===== src/rtl/input_conditioner.sv =====
// input_conditioner: synchronizes, debounces and edge-detects two push-buttons and four slide
// switches, and flags long key presses.
//
// Ports:
//   clk          system clock, all state on the rising edge
//   rst          synchronous active-high reset
//   KEY[1:0]     raw asynchronous push-buttons, active-low (0 = pressed)
//   SW[3:0]      raw asynchronous slide switches
//   key_pressed  debounced key level, active-high
//   key_press    one-cycle pulse per key on a debounced press
//   key_release  one-cycle pulse per key on a debounced release
//   key_long     one-cycle pulse per key when a press lasts LONG_PRESS_CYCLES
//   sw_out       debounced switch value
//   sw_changed   one-cycle pulse when any sw_out bit changes
module input_conditioner #(
  parameter int unsigned DEBOUNCE_CYCLES   = 50000,
  parameter int unsigned LONG_PRESS_CYCLES = 50000000
) (
  input  logic       clk,
  input  logic       rst,
  input  logic [1:0] KEY,
  input  logic [3:0] SW,
  output logic [1:0] key_pressed,
  output logic [1:0] key_press,
  output logic [1:0] key_release,
  output logic [1:0] key_long,
  output logic [3:0] sw_out,
  output logic       sw_changed
);

  localparam int unsigned NumBits = 6;
  localparam int unsigned NumKeys = 2;
  localparam int unsigned CntW    = $clog2(DEBOUNCE_CYCLES);
  localparam int unsigned HoldW   = $clog2(LONG_PRESS_CYCLES + 1);

  localparam logic [CntW-1:0]  CntLast  = CntW'(DEBOUNCE_CYCLES - 1);
  localparam logic [HoldW-1:0] HoldLast = HoldW'(LONG_PRESS_CYCLES - 1);
  localparam logic [HoldW-1:0] HoldSat  = HoldW'(LONG_PRESS_CYCLES);

  // Bit order {SW, KEY}; keys idle high (released), switches idle low.
  localparam logic [NumBits-1:0] IdleLevel = 6'b00_0011;

  logic [NumBits-1:0] raw;
  logic [NumBits-1:0] sync1_q, sync1_d;
  logic [NumBits-1:0] sync2_q, sync2_d;
  logic [NumBits-1:0] stable_q, stable_d;
  logic [CntW-1:0]    cnt_q [NumBits];
  logic [CntW-1:0]    cnt_d [NumBits];

  logic [NumKeys-1:0] key_level;
  logic [NumKeys-1:0] pressed_q, pressed_d;
  logic [HoldW-1:0]   hold_q [NumKeys];
  logic [HoldW-1:0]   hold_d [NumKeys];
  logic [3:0]         sw_prev_q, sw_prev_d;

  assign raw       = {SW, KEY};
  assign key_level = ~stable_q[NumKeys-1:0];

  // Synchronizers and per-bit debounce.
  always_comb begin
    sync1_d  = raw;
    sync2_d  = sync1_q;
    stable_d = stable_q;
    for (int i = 0; i < NumBits; i++) begin
      cnt_d[i] = '0;
      if (sync2_q[i] != stable_q[i]) begin
        if (cnt_q[i] == CntLast) begin
          stable_d[i] = sync2_q[i];
        end else begin
          cnt_d[i] = cnt_q[i] + CntW'(1);
        end
      end
    end
  end

  // Edge history and saturating hold counters. Saturating one past the
  // pulse value keeps key_long from repeating while the key stays down.
  always_comb begin
    pressed_d = key_level;
    sw_prev_d = stable_q[NumBits-1:NumKeys];
    for (int k = 0; k < NumKeys; k++) begin
      hold_d[k] = '0;
      if (key_level[k]) begin
        hold_d[k] = (hold_q[k] == HoldSat) ? hold_q[k] : hold_q[k] + HoldW'(1);
      end
    end
  end

  always_ff @(posedge clk) begin
    if (rst) begin
      sync1_q   <= IdleLevel;
      sync2_q   <= IdleLevel;
      stable_q  <= IdleLevel;
      pressed_q <= '0;
      sw_prev_q <= '0;
      for (int i = 0; i < NumBits; i++) cnt_q[i] <= '0;
      for (int k = 0; k < NumKeys; k++) hold_q[k] <= '0;
    end else begin
      sync1_q   <= sync1_d;
      sync2_q   <= sync2_d;
      stable_q  <= stable_d;
      pressed_q <= pressed_d;
      sw_prev_q <= sw_prev_d;
      for (int i = 0; i < NumBits; i++) cnt_q[i] <= cnt_d[i];
      for (int k = 0; k < NumKeys; k++) hold_q[k] <= hold_d[k];
    end
  end

  // Outputs are forced quiet while rst is high so nothing stale leaks out
  // before the reset edge has taken effect.
  always_comb begin
    key_pressed = '0;
    key_press   = '0;
    key_release = '0;
    key_long    = '0;
    sw_out      = '0;
    sw_changed  = 1'b0;
    if (!rst) begin
      key_pressed = key_level;
      key_press   = key_level & ~pressed_q;
      key_release = ~key_level & pressed_q;
      for (int k = 0; k < NumKeys; k++) begin
        key_long[k] = key_level[k] && (hold_q[k] == HoldLast);
      end
      sw_out     = stable_q[NumBits-1:NumKeys];
      sw_changed = |(stable_q[NumBits-1:NumKeys] ^ sw_prev_q);
    end
  end

endmodule


===== config.mk =====
export PLATFORM = sky130hd
export DESIGN_NAME = input_conditioner
export DESIGN_NICKNAME = d
export VERILOG_FILES = /design/src/rtl/input_conditioner.sv
export SDC_FILE = /design/constraint.sdc
export NUM_CORES = 1
export LEC_CHECK = 0
export CORE_MARGIN = 1.5
export CORE_UTILIZATION = 40
export CTS_CLUSTER_SIZE = 24
export DETAILED_ROUTE_END_ITERATION = 8
export PLACE_DENSITY = 0.61
export REMOVE_ABC_BUFFERS = 1
export SYNTH_ARGS = -nofsm -noshare
export SYNTH_HDL_FRONTEND = slang
export SYNTH_SLANG_ARGS = --single-unit

===== constraint.sdc =====
create_clock -name clk -period 1.9 [get_ports clk]
set_clock_uncertainty 0.15 [all_clocks]
set_input_delay 0.38 -clock clk [delete_from_list [all_inputs] [get_ports clk]]
set_output_delay 0.38 -clock clk [all_outputs]
set_load 0.03 [all_outputs]

# == Word-level counts from Yosys, hierarchy flattened ==
# Memory sizes are Yosys's and may differ from the RTL's.
# Index checks and enable logic that the tools add are counted.
# word_totals
ff_bits,24
word_cells,92
inputBits,8
mem_bits_rw,148
out_inout_bits,13
memories,2
# memory_table
memory,depth,word_bits,rd,rd_clocked_by_memory_dff,wr,line_no,text
cnt_q,6,16,6,0,6,47,logic [CntW-1:0] cnt_q [NumBits];
hold_q,2,26,2,0,2,52,logic [HoldW-1:0] hold_q [NumKeys];
# classes
n_eq_ne,16
n_bitwise,14
n_reduce_logical,9
muxes,33
addsub,8
# ops
op,count
$mux 16,18
$mux 26,6
$eq 26x26->1 const B,4
$add 16x1->16 const B,6
$eq 16x16->1 const B,6
$add 26x1->26 const B,2
$reduce_and 2->1,6
$mux 2,4
$or 1x1->1,8
$ne 1x1->1,6
$not 2->2,3
$and 2x2->2,2
$mux 1,4
$mux 4,1
$reduce_or 4->1,1
$xor 4x4->4,1
$logic_and 1x1->1,2

# == Logic depth before layout (Yosys ltp) ==
# Gate-level depths: netlist (run 1).
# depth
word_depth,4
ltp_mapped,8
mapped_depth_nobuf,6

# == Least setup slack after synthesis (run 1) ==
# OpenSTA, ideal clock, no wires.
# synth_path
kind,input to output
from,input port rst
to,output port key_long[1]
path_slack_ns,-0.717
required_time_ns,1.370
arrival_time_ns,2.087
path_buffers,1
stages,5
path_cell_list,or2_2 -> clkbuf_1 -> inv_1 -> nand3b_1 -> nor4_1
# synth_via
elab_chain_cells,1
# synth_rtl
element,line_no,text
"start, declared",20,"input logic rst,"
$mux 2,118,if (!rst) begin
"end, declared",26,"output logic [1:0] key_long,"
# No other way between the ends.

==> metrics.txt, run 1 <==
CORE AREA approximately 0.019 mm2; Hold Path Stages 1; dominant synthesized flop cell dfxtp_1; Post-Syn Instances 862; RSZ-0062 raised after global routing yes; Post-synth EDFFs 0; Tcrit/Tclk final 122.9%; violated checks negative setup slack; CP startpoint kind register; Die Y 141.7 um; clock tree from TritonCTS built; Starting Density between 40% and 50%; Yosys cell types 54; crit path DAT roughly 1.8 ns; mapped cell area 0.007696 mm2; crit path cell chain nand4_1 > nor4_2 > buf_4 > nand2_4 > nor4_4 > buf_4; Largest stage delay, worst path ~0.33 ns; dpl cells 1177; WP depth 6; vias in the first global route 5732; max-slew violation count 0; largest family of logic cells by synthesized area simple AND/OR/NAND/NOR gates; via count roughly 6300; initial antenna violation count 0; Core Rows 50; Critical path buffers and inverters 2; Max Cap Viol 0; Max VDD drop between 500 and 600 uV; gr usage total 16.32%; post-synthesis xor/xnor area fraction between 10% and 20%; Slew HR between 70% and 80%; Layout Cells excl Fill between 1000 and 1500; Power Density ~750 mW/mm2; Top Ports 21; Simple-Gate Fraction of Synth Area between 30% and 40%; Port Buffer Count 20; final worst slack -0.4343 ns; WL/cell 13.11 um; Worst Reg-to-Reg Cells 7; post-DP HPWL about 10 mm; Synth Area in Compound Gates 6.666%; Worst path slowest cell dfxtp_2; #FFs+latches synth about 170; sequential cell area fraction in the yosys report around 45%; Synth-to-Final Area Change 28.61%; clk slew on worst S/H paths 0.06 ns; CTS root buf clkbuf_16; nets@finish roughly 1000; reg-to-reg critical path endpoint hold_q[0][22]; total CTS buffers 17; Worst-Margin Slew 0.3434 ns; Critical Path RT about 1.4 ns; DR pass1 iterations 4; critical path's top delay family simple AND/OR/NAND/NOR gates; crit end category primary output; reg-to-reg critical path startpoint hold_q[0][11]; gpl congestion slightly below 0.8; layout cell share with drive strength beyond 1 about a quarter; worst min-delay path class reg2reg; drt initial violations between 200 and 300; area share of fa/ha/maj cells after synthesis under 10%; final hold viol count 0; hold wc startpoint sync1_q[0]; worst-skew pair later-pin latency between 0.4 and 0.5 ns; final setup vio count 4; vias per inst roughly 5.1; hold path endpoint sync2_q[0]; crit-path most repeated cell buf_4; total grt overflow 0; mux contribution to synthesized area less than 1%; antenna diode count 0; largest net degree at the start of global routing 32; die width 141.7 um; critical-path maximum fanout 3; Final ANT Viol Nets 0; first-pass GRT wire length roughly 27 mm; Critical Setup Path Class reg2out; H-tree levels 4; Ys Warns 0; outcome finished, violations left; Total Wirelength between 15 and 20 mm; CTS sink count ~170; Clock Path Buffers 2; die area about 0.02 mm2; post-layout min period roughly 2.3 ns; DRC 0; Power Total about 7.5 mW; fmax about 430 MHz; Mean Syn Cell Area between 8 and 9 um2; Reg2Reg Setup Slack -0.02 ns; leakage 3.433 nW; ys async rst share 0%
[cell families after synthesis]
family | count (synthesis)
fa+ha+maj | 10
flops | 172
buf+inv | 57
xor+xnor | 104
mux | 4
compound gates | 90
simple gates | 425
[how the worst max path moves through the flow]
stage	startpoint	endpoint	slack (ns)
after CTS	hold_q[0][16]	key_long[0]	-0.48
final	hold_q[0][20]	key_long[0]	-0.43
after global placement	rst	key_long[1]	-0.54
after detailed placement	rst	key_long[0]	-0.51
after global routing	hold_q[0][20]	key_long[0]	-0.52
after floorplan	rst	key_long[1]	-0.75
[layout by cell type (no fill, tap or decap), drive strengths merged, types with 2 or more instances in the layout]
cell           synthesis  layout
a211o                  2       2
o31ai                  8       8
nand4b                 3       3
nand4                 43      43
and2                   9       9
dfxtp                172     172
ha                    10      10
nor4b                  4       4
a21oi                 40      40
nor2b                 16      16
nand4bb                3       3
clkinv                 0       5
inv                   21      21
or4                   11      11
and4                  24      24
or3                   30      30
xor2                  63      63
clkbuf                20      23
clkinvlp               0       2
buf                   16     135
mux2i                  4       4
nor4bb                 5       5
and3                  12      12
nor4                  16      16
o21ai                 32      32
o21a                   2       2
nand2                 39      39
and3b                  3       3
clkdlybuf4s50          0       6
nor2                 122     122
nand3                 50      50
xnor2                 41      41
or2                   12      12
bufinv                 0       5
nand2b                 7       7
nand3b                 2       2
nor3                  11      11
[worst reg2reg max path, delay by kind of cell (launching register included)]
family | cells | cell delay (ns)
AND/OR/NAND/NOR | 3 | 0.82
buffers and inverters | 3 | 0.36
AO/OA/AOI/OAI | 1 | 0.16
flip-flops | 1 | 0.37
[per-layer routing]
layer  wire (um)  global-route usage (%)  part of all wire, %  vias to the layer above
met5           0                       0                    0                        -
met4         186                   3.852                  1.1                        0
met3         402                   3.645                  2.5                       16
met2        7482                   26.06                   46                       65
met1        8145                   22.44                   50                     2910
li1            -                       -                    -                     3280
[final cells by class]
type | instances | area (um2)
multi-input combinational | 633 | 4188
tap | 234 | 292.8
timing repair buffer | 145 | 1231
fill | 1716 | 8870
sequential | 172 | 3465
clock buffer | 20 | 446.7
inverter | 21 | 81.33
clock inverter | 12 | 193.9
[power breakdown]
part / switching (mW) / internal [mW] / total, mW / leakage [nW]
logic: 0.0398 / 0.0408 / 0.0806 / 1.73
clock network: 1.40 / 2.36 / 3.76 / 0.310
registers: 0.00821 / 3.62 / 3.63 / 1.39
[registers in the layout, summed over array words and instances, names as in the netlist]
signal / count
sync1_q: 6
pressed_q: 2
sw_prev_q: 4
cnt_q: 96
stable_q: 6
sync2_q: 6
hold_q: 52
[Yosys cell counts, types with 4 or more instances]
cell | number | area share [%]
o31ai_1 | 8 | 0.78
nand2_1 | 39 | 1.9
and4_1 | 24 | 2.7
dfxtp_1 | 172 | 45
nor2_1 | 120 | 5.9
and2_1 | 9 | 0.73
nand4_1 | 42 | 3.4
nand3_1 | 50 | 3.3
a21oi_1 | 40 | 2.6
clkbuf_1 | 20 | 0.98
nor2b_1 | 16 | 1.3
inv_1 | 21 | 1.0
mux2i_1 | 4 | 0.52
nor4bb_1 | 5 | 0.65
nor3_1 | 11 | 0.72
ha_1 | 10 | 1.6
o21ai_0 | 31 | 2.0
or3_1 | 30 | 2.4
xor2_1 | 63 | 7.2
buf_2 | 9 | 0.59
and3_1 | 11 | 0.89
or2_2 | 10 | 0.81
xnor2_1 | 41 | 4.7
or4_1 | 8 | 0.78
nor4_1 | 14 | 1.1
nand2b_1 | 7 | 0.57
[metrics by stage]
| step | hold slack (ns) | instance area [um2] | setup TNS [ns] | worst slack [ns] | util, % |
|---|---|---|---|---|---|
| floorplan | 0.2395 | 7500 | -1.360 | -0.7548 | - |
| global placement | 0.2484 | 8701 | -24.36 | -0.5434 | 46.36 |
| detailed placement | 0.2596 | 8701 | -24.37 | -0.5122 | 46.36 |
| CTS | 0.2758 | 9548 | -1.134 | -0.4843 | 50.87 |
| global route | 0.2789 | 9898 | -1.400 | -0.5164 | 52.74 |
| finish | 0.2728 | 9898 | -0.7560 | -0.4343 | 52.74 |
[timing repair]
action | in CTS | in global routing
hold buffers | 0 | 0
cloned | 1 | 3
gates resized for setup | 36 | 46
setup endpoints to repair | 17 | 21
pin swaps | 8 | 19
buffers inserted | 5 | 22
Power figures use the tool's default switching activity.
==> inputs of run 2 (changes only) <==
- CORE_UTILIZATION: 40 -> 50
- DONT_BUFFER_PORTS: default -> 1
- PLACE_DENSITY: 0.61 -> 0.71
- SLEW_MARGIN: default -> 20
==> run 2 against run 1 <==
Net effect:
- routed wire length shrank 3.9%
- critical path type unchanged
- core utilization grew 10 points
- largest power group is now registers
- largest cell class unchanged
- final cell count shrank 6.1%
- the flow still finishes with violations (negative setup slack)
==> metrics.txt, run 2 (synthesis gave the netlist of run 1 again) <==
outcome finished, violations left; violated checks negative setup slack; Slew HR 67.46% (-9.4 points); critical-path maximum fanout 2 (-1); post-DP HPWL 9.959 mm (-4.9%); layout cell share with drive strength beyond 1 20.25% (-3.5 points); die width 127.1 um (-10%); via count 6188 (-1.3%); die area 0.01615 mm2 (-20%); DR pass1 iterations 4 (unchanged); dpl cells 1107 (-5.9%); clock tree from TritonCTS built; CP startpoint hold_q[0][18]; Tcrit/Tclk final 124.0% (+1.2 points); Top Ports 21 (unchanged); fmax 424.4 MHz (-0.94%); nets@finish 978 (-3.0%); final hold viol count 0 (unchanged); CTS root buf clkbuf_16; max-slew violation count 0 (unchanged); crit end category primary output; initial antenna violation count 0 (unchanged); CORE AREA 0.01509 mm2 (-20%); max reg flops 96 (unchanged); largest net degree at the start of global routing 24 (-25%); FILL cells 1247 (-27%); vias in the first global route 5802 (+1.2%); Core Rows 45 (-10%); RSZ-0062 raised after global routing yes; post-layout min period 2.357 ns (+0.02225 ns); reg-to-reg critical path startpoint hold_q[0][21]; clk slew on worst S/H paths 0.06 ns (about the same); Largest regs cnt_q x96, hold_q x52; hold_ws 0.04796 ns (-0.2248 ns); CP startpoint kind register; cell area after layout 0.009467 mm2 (-4.4%); Power Density 768.1 mW/mm2 (+1.8%); antenna diode count 0 (unchanged); Biggest register cnt_q; CTS sink count 172 (unchanged); crit path DAT 1.83 ns (+0.03 ns); final worst slack -0.4565 ns (-0.02225 ns); total CTS buffers 17 (unchanged); gpl congestion 0.7755 (-1.2%); Worst-Margin Slew 0.4881 ns (+0.1447 ns); leakage 3.208 nW (-6.6%); Starting Density 51.00% (+10 points); setup tns final -0.9963 ns (-0.2403 ns); Final ANT Viol Nets 0 (unchanged); hold wc startpoint rst; Layout Cells excl Fill 1161 (-6.1%); WL/cell 13.42 um (+2.4%); Synth-to-Final Area Change 23.00%; Die Y 127.1 um (-10%); gr usage total 20.01% (+3.7 points); Port Buffer Count 0 (-100%); drt initial violations 280 (+2.9%); H-tree levels 4 (unchanged); total grt overflow 0 (unchanged); Max VDD drop 666.7 uV (+17%); vias per inst 5.330 (+5.1%); most frequent cells in the layout dfxtp_1 (160), nor2_1 (119), buf_4 (101); first-pass GRT wire length 26.26 mm (-2.5%); Multi-input gate area 0.004150 mm2 (-0.90%); placed instance area 0.008446 mm2 (-2.9%); Total Wirelength 15.58 mm (-3.9%); Critical Path RT 1.37 ns (about the same); worst min-delay path class in2reg; Max Cap Viol 0 (unchanged); worst-skew pair later-pin latency 0.43 ns (about the same); final setup vio count 5 (+1); DRC 0 (unchanged); commonest non-fill, non-tap cell in the layout dfxtp_1; Reg area 0.003458 mm2 (-0.18%); Clock Path Buffers 2 (unchanged); Critical Setup Path Class reg2out
run 2: per-layer routing:
layer / global-route usage, % / wire length (um) / vias up
met1: 25.88 / 7759 / 2880
met4: 7.888 / 269 / 0
met2: 32.70 / 7154 / 59
li1: - / - / 3229
met3: 4.397 / 399 / 20
met5: 0 / 0 / -
run 2: worst paths after layout:
path / end / slack [ns] / depth (start not counted)
min reg2reg: sync2_q[3] / 0.29 / 1
max reg2reg: hold_q[0][0] / -0.06 / 5
max: key_long[0] / -0.46 / 6
min: sw_prev_q[2] / 0.05 / 2
run 2: timing repair:
item | CTS | global route
endpoints found under the setup margin | 8 | 74
endpoints found under the hold margin | 24 | 0
gates resized for setup | 30 | 25
pin swaps | 12 | 10
cloned | 1 | 1
hold buffers | 8 | 0
buffers inserted | 6 | 9
run 2: area by class of cell:
class,count,area share (%)
multi-input combinational,634,43.84
clock inverter,11,1.494
clock buffer,21,4.970
tap,188,2.485
timing repair buffer,114,9.807
inverter,21,0.8723
sequential,172,36.53
run 2: report_power, final:
group | leakage, nW | total (mW) | internal (mW) | switching (mW)
registers | 1.39 | 3.63 | 3.62 | 0.00916
clock network | 0.295 | 3.57 | 2.16 | 1.41
logic | 1.52 | 0.0662 | 0.0328 | 0.0334
total | 3.21 | 7.27 | 5.82 | 1.45
run 2: critical path, stage by stage (launching register included):
cell       delay (ns)
dfxtp_2          0.32
nand4bb_4        0.24
nor4_4           0.28
buf_4            0.16
nand2_2          0.04
nor4_2           0.15
buf_4            0.20
run 2: stage by stage:
stage	setup WS, ns	utilization [%]	power (mW)
floorplan	-0.7548	-	3.738
global placement	-0.2693	55.97	3.757
detailed placement	-0.2526	55.97	3.757
CTS	-0.5246	61.84	7.350
global route	-0.5539	62.74	7.496
finish	-0.4565	62.74	7.271
